==> src/rtl/fma16_arb.sv <==
// Round-robin issue controller for the shared fma16 datapath: execute register E
// feeds the datapath, writeback register W returns result/flags/tag to the issuer.
// Optional performance counters are built when FMA16_ARB_PERF_EN is defined.
module fma16_arb #(
  parameter int TAG_W = 4
) (
  input  logic             clk,
  input  logic             reset,

  input  logic             req_valid_0,
  output logic             req_ready_0,
  input  logic [2:0]       req_op_0,
  input  logic [15:0]      req_x_0,
  input  logic [15:0]      req_y_0,
  input  logic [15:0]      req_z_0,
  input  logic [1:0]       req_rm_0,
  input  logic [TAG_W-1:0] req_tag_0,

  input  logic             req_valid_1,
  output logic             req_ready_1,
  input  logic [2:0]       req_op_1,
  input  logic [15:0]      req_x_1,
  input  logic [15:0]      req_y_1,
  input  logic [15:0]      req_z_1,
  input  logic [1:0]       req_rm_1,
  input  logic [TAG_W-1:0] req_tag_1,

  output logic             rsp_valid_0,
  input  logic             rsp_ready_0,
  output logic [15:0]      rsp_result_0,
  output logic [3:0]       rsp_flags_0,
  output logic [TAG_W-1:0] rsp_tag_0,

  output logic             rsp_valid_1,
  input  logic             rsp_ready_1,
  output logic [15:0]      rsp_result_1,
  output logic [3:0]       rsp_flags_1,
  output logic [TAG_W-1:0] rsp_tag_1,

  output logic [15:0]      fma_x,
  output logic [15:0]      fma_y,
  output logic [15:0]      fma_z,
  output logic             fma_mul,
  output logic             fma_add,
  output logic             fma_negr,
  output logic             fma_negz,
  output logic [1:0]       fma_roundmode,
  input  logic [15:0]      fma_result,
  input  logic [3:0]       fma_flags,

  output logic             idle,
  output logic [31:0]      perf_issue_cnt,
  output logic [31:0]      perf_stall_cnt
);

  // Handshake: a request transfers on a rising edge where valid & ready are both
  // high; ready never looks at the requester's own valid. A response transfers
  // on a rising edge where rsp_valid_r & rsp_ready_r are both high.

  // Pipeline occupancy, encoded as {e_valid, w_valid}.
  typedef enum logic [1:0] {
    ST_EMPTY = 2'b00,
    ST_DONE  = 2'b01,
    ST_EXEC  = 2'b10,
    ST_FULL  = 2'b11
  } state_e;

  // Returns {reserved, mul, add, negr, negz}.
  function automatic logic [4:0] decode_op(input logic [2:0] op);
    logic [4:0] d;
    case (op)
      3'd0:    d = 5'b0_0100;
      3'd1:    d = 5'b0_0101;
      3'd2:    d = 5'b0_1000;
      3'd3:    d = 5'b0_1100;
      3'd4:    d = 5'b0_1101;
      3'd5:    d = 5'b0_1110;
      3'd6:    d = 5'b0_1111;
      default: d = 5'b1_0000;
    endcase
    return d;
  endfunction

  logic             e_valid_q, e_valid_d;
  logic             e_src_q, e_src_d;
  logic [TAG_W-1:0] e_tag_q, e_tag_d;
  logic [15:0]      e_x_q, e_x_d;
  logic [15:0]      e_y_q, e_y_d;
  logic [15:0]      e_z_q, e_z_d;
  logic [3:0]       e_ctrl_q, e_ctrl_d;
  logic             e_rsvd_q, e_rsvd_d;
  logic [1:0]       e_rm_q, e_rm_d;

  logic             w_valid_q, w_valid_d;
  logic             w_src_q, w_src_d;
  logic [TAG_W-1:0] w_tag_q, w_tag_d;
  logic [15:0]      w_result_q, w_result_d;
  logic [3:0]       w_flags_q, w_flags_d;

  logic             prio_q, prio_d;

  state_e           state;
  logic             w_consume;
  logic             w_free;
  logic             e_adv;
  logic             accept;
  logic             grant_0;
  logic             grant_1;
  logic             acc;
  logic             acc_src;
  logic [2:0]       sel_op;
  logic [4:0]       sel_dec;

  assign state = state_e'({e_valid_q, w_valid_q});

  always_comb begin
    w_consume   = w_src_q ? rsp_ready_1 : rsp_ready_0;
    w_free      = !w_valid_q || w_consume;
    e_adv       = e_valid_q && w_free;
    accept      = !e_valid_q || w_free;
    req_ready_0 = accept && !(req_valid_1 && prio_q == 1'b1);
    req_ready_1 = accept && !(req_valid_0 && prio_q == 1'b0);
    grant_0     = req_valid_0 && req_ready_0;
    grant_1     = req_valid_1 && req_ready_1;
    acc         = grant_0 || grant_1;
    acc_src     = !grant_0;
    sel_op      = acc_src ? req_op_1 : req_op_0;
    sel_dec     = decode_op(sel_op);
  end

  always_comb begin
    e_valid_d  = e_valid_q;
    e_src_d    = e_src_q;
    e_tag_d    = e_tag_q;
    e_x_d      = e_x_q;
    e_y_d      = e_y_q;
    e_z_d      = e_z_q;
    e_ctrl_d   = e_ctrl_q;
    e_rsvd_d   = e_rsvd_q;
    e_rm_d     = e_rm_q;
    w_valid_d  = w_valid_q;
    w_src_d    = w_src_q;
    w_tag_d    = w_tag_q;
    w_result_d = w_result_q;
    w_flags_d  = w_flags_q;
    prio_d     = prio_q;

    if (acc) begin
      e_valid_d = 1'b1;
      e_src_d   = acc_src;
      e_tag_d   = acc_src ? req_tag_1 : req_tag_0;
      e_x_d     = acc_src ? req_x_1 : req_x_0;
      e_y_d     = acc_src ? req_y_1 : req_y_0;
      e_z_d     = acc_src ? req_z_1 : req_z_0;
      e_rm_d    = acc_src ? req_rm_1 : req_rm_0;
      e_ctrl_d  = sel_dec[3:0];
      e_rsvd_d  = sel_dec[4];
      prio_d    = !acc_src;
    end else if (e_adv) begin
      e_valid_d = 1'b0;
    end

    // The reserved opcode returns a canonical quiet NaN flagged invalid.
    if (e_adv) begin
      w_valid_d  = 1'b1;
      w_src_d    = e_src_q;
      w_tag_d    = e_tag_q;
      w_result_d = e_rsvd_q ? 16'h7E00 : fma_result;
      w_flags_d  = e_rsvd_q ? 4'b1000 : fma_flags;
    end else if (w_valid_q && w_consume) begin
      w_valid_d = 1'b0;
    end
  end

  always_ff @(posedge clk or posedge reset) begin
    if (reset) begin
      e_valid_q  <= 1'b0;
      e_src_q    <= 1'b0;
      e_tag_q    <= '0;
      e_x_q      <= '0;
      e_y_q      <= '0;
      e_z_q      <= '0;
      e_ctrl_q   <= '0;
      e_rsvd_q   <= 1'b0;
      e_rm_q     <= '0;
      w_valid_q  <= 1'b0;
      w_src_q    <= 1'b0;
      w_tag_q    <= '0;
      w_result_q <= '0;
      w_flags_q  <= '0;
      prio_q     <= 1'b0;
    end else begin
      e_valid_q  <= e_valid_d;
      e_src_q    <= e_src_d;
      e_tag_q    <= e_tag_d;
      e_x_q      <= e_x_d;
      e_y_q      <= e_y_d;
      e_z_q      <= e_z_d;
      e_ctrl_q   <= e_ctrl_d;
      e_rsvd_q   <= e_rsvd_d;
      e_rm_q     <= e_rm_d;
      w_valid_q  <= w_valid_d;
      w_src_q    <= w_src_d;
      w_tag_q    <= w_tag_d;
      w_result_q <= w_result_d;
      w_flags_q  <= w_flags_d;
      prio_q     <= prio_d;
    end
  end

  // Datapath inputs are forced quiet whenever E holds nothing.
  always_comb begin
    fma_x         = e_valid_q ? e_x_q : 16'h0;
    fma_y         = e_valid_q ? e_y_q : 16'h0;
    fma_z         = e_valid_q ? e_z_q : 16'h0;
    fma_mul       = e_valid_q && e_ctrl_q[3];
    fma_add       = e_valid_q && e_ctrl_q[2];
    fma_negr      = e_valid_q && e_ctrl_q[1];
    fma_negz      = e_valid_q && e_ctrl_q[0];
    fma_roundmode = e_valid_q ? e_rm_q : 2'b00;
  end

  always_comb begin
    rsp_valid_0  = w_valid_q && !w_src_q;
    rsp_valid_1  = w_valid_q && w_src_q;
    rsp_result_0 = w_result_q;
    rsp_result_1 = w_result_q;
    rsp_flags_0  = w_flags_q;
    rsp_flags_1  = w_flags_q;
    rsp_tag_0    = w_tag_q;
    rsp_tag_1    = w_tag_q;
    idle         = (state == ST_EMPTY);
  end

`ifdef FMA16_ARB_PERF_EN
  logic [31:0] issue_cnt_q, issue_cnt_d;
  logic [31:0] stall_cnt_q, stall_cnt_d;

  always_comb begin
    issue_cnt_d = issue_cnt_q;
    stall_cnt_d = stall_cnt_q;
    if (acc) issue_cnt_d = issue_cnt_q + 32'd1;
    if (w_valid_q && !w_consume) stall_cnt_d = stall_cnt_q + 32'd1;
  end

  always_ff @(posedge clk or posedge reset) begin
    if (reset) begin
      issue_cnt_q <= '0;
      stall_cnt_q <= '0;
    end else begin
      issue_cnt_q <= issue_cnt_d;
      stall_cnt_q <= stall_cnt_d;
    end
  end

  assign perf_issue_cnt = issue_cnt_q;
  assign perf_stall_cnt = stall_cnt_q;
`else
  assign perf_issue_cnt = 32'h0;
  assign perf_stall_cnt = 32'h0;
`endif

endmodule

==> config.mk <==
export PLATFORM = sky130hd
export DESIGN_NAME = fma16_arb
export DESIGN_NICKNAME = d
export VERILOG_FILES = /design/src/rtl/fma16_arb.sv
export SDC_FILE = /design/constraint.sdc
export NUM_CORES = 1
export LEC_CHECK = 0
export CAP_MARGIN = 10
export CELL_PAD_IN_SITES_DETAIL_PLACEMENT = 1
export CELL_PAD_IN_SITES_GLOBAL_PLACEMENT = 1
export CORE_MARGIN = 8
export CORE_UTILIZATION = 28
export DETAILED_ROUTE_END_ITERATION = 12
export GPL_ROUTABILITY_DRIVEN = 1
export PLACE_DENSITY = 0.95
export SYNTH_ARGS = -nofsm -noshare
export SYNTH_HDL_FRONTEND = slang
export SYNTH_SLANG_ARGS = --single-unit
export TNS_END_PERCENT = 1
==> constraint.sdc <==
create_clock -name clk -period 10.1 [get_ports clk]
set_input_delay 3.03 -clock clk [delete_from_list [all_inputs] [get_ports clk]]
set_output_delay 3.03 -clock clk [all_outputs]
set_load 0.05 [all_outputs]
# After elaboration in Yosys (flattened, before gate mapping)
# Index checks and enable logic that the tools add are counted.
[classes]
n_mux = 18
n_reduce_logical = 27
n_eq_ne = 6
n_bitwise = 1
[op_table]
columns = ["op", "n"]
rows = [
  ["16-bit two-way mux", 7],
  ["5-bit case mux with 7 select lines", 1],
  ["1-bit logical AND", 14],
  ["3-bit == test, second input constant", 3],
  ["4-bit two-way mux", 2],
  ["3-bit by 2-bit == test with 1-bit output, second input constant", 2],
  ["1-bit zero test", 6],
  ["1-bit two-way mux", 5],
  ["2-bit two-way mux", 2],
  ["2-bit nonzero test", 2],
  ["3-bit by 1-bit == test with 1-bit output, second input constant", 1],
  ["3-bit zero test", 1],
  ["1-bit logical OR", 3],
  ["3-bit two-way mux", 1],
  ["2-bit zero test", 1],
  ["1-bit NOT", 1],
]
[totals]
output_inout_bits = 171
ff_bits = 88
wordCells = 67
inputBits = 140

# Longest topological paths before layout
[depth]
depth_word = 8
ltp_mapped = 6
mapped_depth_nobuf = 4

# Least setup slack after synthesis
# Ideal clock, no wire load.
[synth_path]
path_type = "input to output"
from = "in rsp_ready_0"
to = "out req_ready_0"
path_slack_ps = 3023
stages = 3
required_time_ps = 7070
path_buffers = 0
arrival_ps = 4047
path_cell_list = "mux2_4 -> nor2_1 -> a21oi_1"
[synth_between]
elab_chain_len = 4
[synth_rtl]
columns = ["item", "line_no", "text"]
rows = [
  ["from (decl)", "29", "input logic rsp_ready_0,"],
  ["1-bit two-way mux", "117", "w_consume = w_src_q ? rsp_ready_1 : rsp_ready_0;"],
  ["1-bit logical OR", "118", "w_free = !w_valid_q || w_consume;"],
  ["1-bit logical OR", "120", "accept = !e_valid_q || w_free;"],
  ["1-bit logical AND", "121", "req_ready_0 = accept && !(req_valid_1 && prio_q == 1'b1);"],
  ["to (decl)", "11", "output logic req_ready_0,"],
]
# No other way between the ends.

# Worst setup path in the final report
[layout_path]
from = "in rsp_ready_0"
to = "out req_ready_1"
[layout_between]
elab_chain_len = 4
[layout_rtl]
columns = ["item", "line_no", "text"]
rows = [
  ["1-bit two-way mux", "117", ""],
  ["1-bit logical OR", "118", ""],
  ["1-bit logical OR", "120", ""],
  ["1-bit logical AND", "122", "req_ready_1 = accept && !(req_valid_0 && prio_q == 1'b0);"],
  ["to (decl)", "20", "output logic req_ready_1,"],
]
# No other way between the ends.

==> flow_results.xml <==
<?xml version="1.0" encoding="UTF-8"?>
<metrics>
  <group name="critical_path">
    <metric name="ff2ff_setup_slack" unit="ns">7.17</metric>
    <metric name="critical-path-slowest-cell" unit="">clkdlybuf4s50_1</metric>
    <metric name="path_delay_family" unit="">buffers and inverters</metric>
    <metric name="critPathArrivalTime" unit="ns">4.98</metric>
    <metric name="path_class" unit="">input pin to output pin</metric>
    <metric name="endpoint_kind" unit="">output pin</metric>
    <metric name="worstPathCellList" unit="">clkdlybuf4s50_1 &gt; mux2_4 &gt; nor2_1 &gt; nor2_1 &gt; clkdlybuf4s50_1</metric>
    <metric name="max_stage_delay" unit="ns">0.86</metric>
    <metric name="count_of_buffering_cells_on_the_critical_path_with_inverters_included" unit="">2</metric>
    <metric name="critical_path_peak_fanout" unit="">5</metric>
    <metric name="worst-endpoint-required" unit="ns">7.07</metric>
    <metric name="worst_setup_start_kind" unit="">input pin</metric>
  </group>
  <group name="final_layout">
    <metric name="post_route_cells_drive_above_1_share" unit="%">4.52</metric>
    <metric name="design.final.nets" unit="">888</metric>
    <metric name="areaGrowthSynthToFinish" unit="%">51.5</metric>
    <metric name="number_of_filler_cells_placed_in_the_layout" unit="">2007</metric>
    <metric name="final_cell_area" unit="sq um">7480</metric>
    <metric name="post-route-util" unit="%">43.4</metric>
    <metric name="antenna_cells_inserted" unit="">0</metric>
  </group>
  <group name="global_route">
    <metric name="grt.total_usage" unit="%">15.6</metric>
    <metric name="globalRoute.totalOverflow" unit="">0</metric>
    <metric name="wire_length_of_the_first_global_routing_pass" unit="microns">27000</metric>
    <metric name="grt_pass1_vias" unit="">4831</metric>
    <metric name="initial_antenna_violation_count" unit="">0</metric>
    <metric name="grt_start_max_net_pins" unit="">60</metric>
  </group>
  <group name="place">
    <metric name="area_after_dpl" unit="sq um">7170</metric>
    <metric name="port_buffers" unit="">246</metric>
    <metric name="gp_congestion" unit="">0.714</metric>
    <metric name="pre_cts_ws" unit="ns">2.09</metric>
    <metric name="place.detailed.hpwl" unit="microns">14100</metric>
  </group>
  <group name="sta">
    <metric name="post_route_setup_tns" unit="ns">0</metric>
    <metric name="period_share" unit="%">79.3</metric>
    <metric name="post-route-worst-setup-slack" unit="ns">2.09</metric>
    <metric name="timing.final.crit_period" unit="ns">8.01</metric>
    <metric name="slew_headroom" unit="%">20.5</metric>
    <metric name="timing.final.setup_violations" unit="">0</metric>
    <metric name="finalMaxSlewViolations" unit="">0</metric>
    <metric name="setup_repair_after_global_routing_missed_its_margin" unit="">false</metric>
    <metric name="skew" unit="ns">0.00869</metric>
    <metric name="worst_pin_slew" unit="ns">1.19</metric>
    <metric name="clock.fmax" unit="GHz">0.125</metric>
    <metric name="number_of_endpoints_with_negative_hold_slack_in_the_final_report" unit="">0</metric>
  </group>
  <group name="pwr">
    <metric name="power.leakage" unit="nW">3.31</metric>
    <metric name="total_switching_power" unit="mW">1.53</metric>
    <metric name="switching_share" unit="%">53.5</metric>
    <metric name="power-per-cell-area" unit="nW/um^2">381</metric>
    <metric name="worst_ir_drop_vdd" unit="mV">0.170</metric>
    <metric name="clock_power_share" unit="%">12.2</metric>
    <metric name="seq_power_share" unit="%">23.3</metric>
    <metric name="power_report.internal_total" unit="mW">1.33</metric>
    <metric name="power_frac_comb" unit="%">64.5</metric>
  </group>
  <group name="yosys">
    <metric name="syn_avg_cell_area" unit="sq um">9.09</metric>
    <metric name="seq_area_frac_synth" unit="%">44.6</metric>
    <metric name="post_synth_inst_count" unit="">543</metric>
    <metric name="synth.lib_cells_used.distinct" unit="">36</metric>
    <metric name="synth_simple_gate_area_share" unit="%">19.8</metric>
    <metric name="cell_area_after_synthesis" unit="sq um">4930</metric>
    <metric name="synth_top_family_by_area" unit="">simple AND/OR/NAND/NOR gates</metric>
    <metric name="postSynthRegisterBits" unit="">88</metric>
    <metric name="synth.area.mux_share" unit="%">5.73</metric>
    <metric name="yosys.area_share.adder" unit="%">0</metric>
    <metric name="synth-xor-area-share" unit="%">0.355</metric>
    <metric name="synthesis.yosys.warnings" unit="">0</metric>
    <metric name="synth_compound_gate_area_share" unit="%">12.7</metric>
  </group>
  <group name="clock_tree">
    <metric name="cts_buffers" unit="">9</metric>
    <metric name="worstSkewPairLatency" unit="ns">0.34</metric>
    <metric name="post_cts_hold_buffer_count" unit="">0</metric>
    <metric name="clkSinkCount" unit="">88</metric>
    <metric name="root_buffer_cell" unit="">clkbuf_16</metric>
    <metric name="post_cts_resized" unit="">0</metric>
    <metric name="ctsLongestPathBuffers" unit="">2</metric>
    <metric name="post-cts-setup-buffers" unit="">0</metric>
    <metric name="clock_tree_from_tritoncts" unit="">done</metric>
    <metric name="worst_setup_hold_path_clk_slew" unit="ns">0.07</metric>
    <metric name="ctsHtreeMaxLevel" unit="">3</metric>
  </group>
  <group name="flow_run">
    <metric name="max_cap_viol_count" unit="">0</metric>
  </group>
  <group name="detailed_routing">
    <metric name="post_drt_via_cell_ratio" unit="">4.45</metric>
    <metric name="detail_route.first_pass.iterations" unit="">4</metric>
    <metric name="drt.antenna.violating_nets" unit="">0</metric>
    <metric name="initialDrtViolationCount" unit="">89</metric>
    <metric name="detailroute.via_count" unit="">4356</metric>
    <metric name="routed_wire_length_per_instance" unit="microns">18.3</metric>
    <metric name="remaining_drc_errors" unit="">0</metric>
    <metric name="wire_length_after_detailed_routing" unit="microns">17900</metric>
  </group>
  <group name="die">
    <metric name="initial_utilization" unit="%">28.6</metric>
    <metric name="num_io_pins" unit="">311</metric>
    <metric name="dieHeight" unit="microns">149</metric>
    <metric name="placementRows" unit="">48</metric>
    <metric name="die-area" unit="sq um">22100</metric>
    <metric name="placeableCoreArea" unit="sq um">17200</metric>
    <metric name="die_width" unit="microns">149</metric>
  </group>
  <group name="hold_path">
    <metric name="min_path_type" unit="">register to register</metric>
  </group>
  <group name="outcome">
    <metric name="result_of_the_run" unit="">completed</metric>
  </group>
</metrics>
-- synth_stat cells --
master | number | area share, %
nor3_1 | 2 | 0.20
a211oi_2 | 1 | 0.25
a31oi_1 | 3 | 0.38
nor2_1 | 11 | 0.84
o21ai_1 | 16 | 1.6
conb_1 | 1 | 0.076
o21ai_4 | 1 | 0.33
nand3b_1 | 1 | 0.15
nand3_1 | 5 | 0.51
a22oi_1 | 35 | 5.3
o211ai_1 | 2 | 0.30
mux2i_1 | 20 | 4.1
buf_2 | 10 | 1.0
nand2_1 | 111 | 8.4
nand2b_1 | 17 | 2.2
mux2_2 | 6 | 1.4
mux2_4 | 1 | 0.30
nor3b_1 | 1 | 0.15
a21oi_1 | 1 | 0.10
and2_1 | 56 | 7.1
a21boi_1 | 1 | 0.15
nor2b_1 | 1 | 0.13
buf_6 | 2 | 0.46
o21ai_2 | 1 | 0.18
buf_1 | 1 | 0.076
nand4_1 | 1 | 0.13
a2bb2oi_1 | 2 | 0.36
xor2_1 | 2 | 0.36
inv_1 | 5 | 0.38
clkbuf_1 | 16 | 1.2
dfrtp_1 | 88 | 45
a21o_1 | 2 | 0.30
o21ai_0 | 29 | 2.9
a21boi_2 | 1 | 0.23
buf_4 | 89 | 14
o22ai_2 | 1 | 0.25
-- state kept, by name, indices dropped and copies added, names as in the netlist --
name	flops
e_x_q	16
e_y_q	16
e_z_q	16
rsp_result_0	16
e_ctrl_q	4
e_tag_q	4
rsp_flags_0	4
rsp_tag_0	4
e_rm_q	2
e_rsvd_q	1
e_src_q	1
e_valid_q	1
prio_q	1
w_src_q	1
w_valid_q	1
-- routing by layer --
metal / wire (microns) / up-vias / global-route usage, %
met2: 9630 / 182 / 29.3
li1: - / 2045 / -
met3: 1370 / 12 / 4.43
met5: 0 / - / 0
met4: 247 / 0 / 5.10
met1: 6690 / 2117 / 16.4
-- metrics by stage --
stage	total power [mW]	hold WS (ns)	cells
2_1_floorplan	1.96	0.438	606
3_3_place_gp	2.49	0.449	962
3_5_place_dp	2.54	0.456	962
4_1_cts	2.90	0.473	978
5_1_grt	3.00	0.480	978
6_report	2.85	0.464	978
-- area by class of cell --
cell class	instances	area (sq um)	share of cell area (%)
timing repair buffer	249	2480	33.2
sequential	88	2200	29.5
multi-input combinational	395	2180	29.1
tap	225	282	3.77
clock buffer	10	239	3.20
clock inverter	6	67.6	0.904
inverter	5	21.3	0.284
-- worst reg2reg max path: stages (launching register included) --
cell     delay, ns
dfrtp_2       0.98
nand2_1       0.35
o22ai_4       0.63
buf_4         0.57
o21ai_0       0.25
-- placed cells by master (no fill, tap or decap), types with 3 or more instances in the layout --
cell type | netlist | routed
o21ai_0 | 29 | 29
clkbuf_16 | 0 | 9
o21ai_1 | 16 | 16
a22oi_1 | 35 | 35
dfrtp_1 | 88 | 87
and2_1 | 56 | 56
inv_1 | 5 | 4
clkdlybuf4s50_1 | 0 | 246
a31oi_1 | 3 | 3
buf_4 | 89 | 3
mux2_2 | 6 | 6
nand2_1 | 111 | 111
conb_1 | 1 | 64
mux2i_1 | 20 | 20
nand3_1 | 5 | 5
nand2b_1 | 17 | 17
nor2_1 | 11 | 11
-- power groups by stage --
stage | Combinational, mW | Clock [mW] | Sequential (mW)
after floorplan | 1.19 | 0 | 0.771
final | 1.84 | 0.348 | 0.664
after global routing | 1.93 | 0.374 | 0.694
after global placement | 1.83 | 0 | 0.658
after CTS | 1.86 | 0.361 | 0.671
after detailed placement | 1.86 | 0 | 0.677
-- kinds of logic after synthesis --
| logic type | count (synthesis) |
|---|---|
| other | 1 |
| muxes | 27 |
| DFF | 88 |
| buffers and inverters | 123 |
| and+or+nand+nor | 206 |
| AOI/OAI and AO/OA | 96 |
| xor gates and xnor gates | 2 |
-- final timing paths --
path / startpoint / endpoint / cells after the start
max: rsp_ready_0 / req_ready_1 / 5
min: e_x_q[9]$_DFFE_PP0P_ / e_x_q[9]$_DFFE_PP0P_ / 2
max reg2reg: e_valid_q$_DFFE_PP0P_ / e_y_q[11]$_DFFE_PP0P_ / 4
min reg2reg: e_x_q[9]$_DFFE_PP0P_ / e_x_q[9]$_DFFE_PP0P_ / 2
max in group asynchronous: reset / e_valid_q$_DFFE_PP0P_ / 3
min in group asynchronous: reset / rsp_result_0[3]$_DFFE_PP0P_ / 2
No activity file was read; power rests on OpenSTA's default activity.
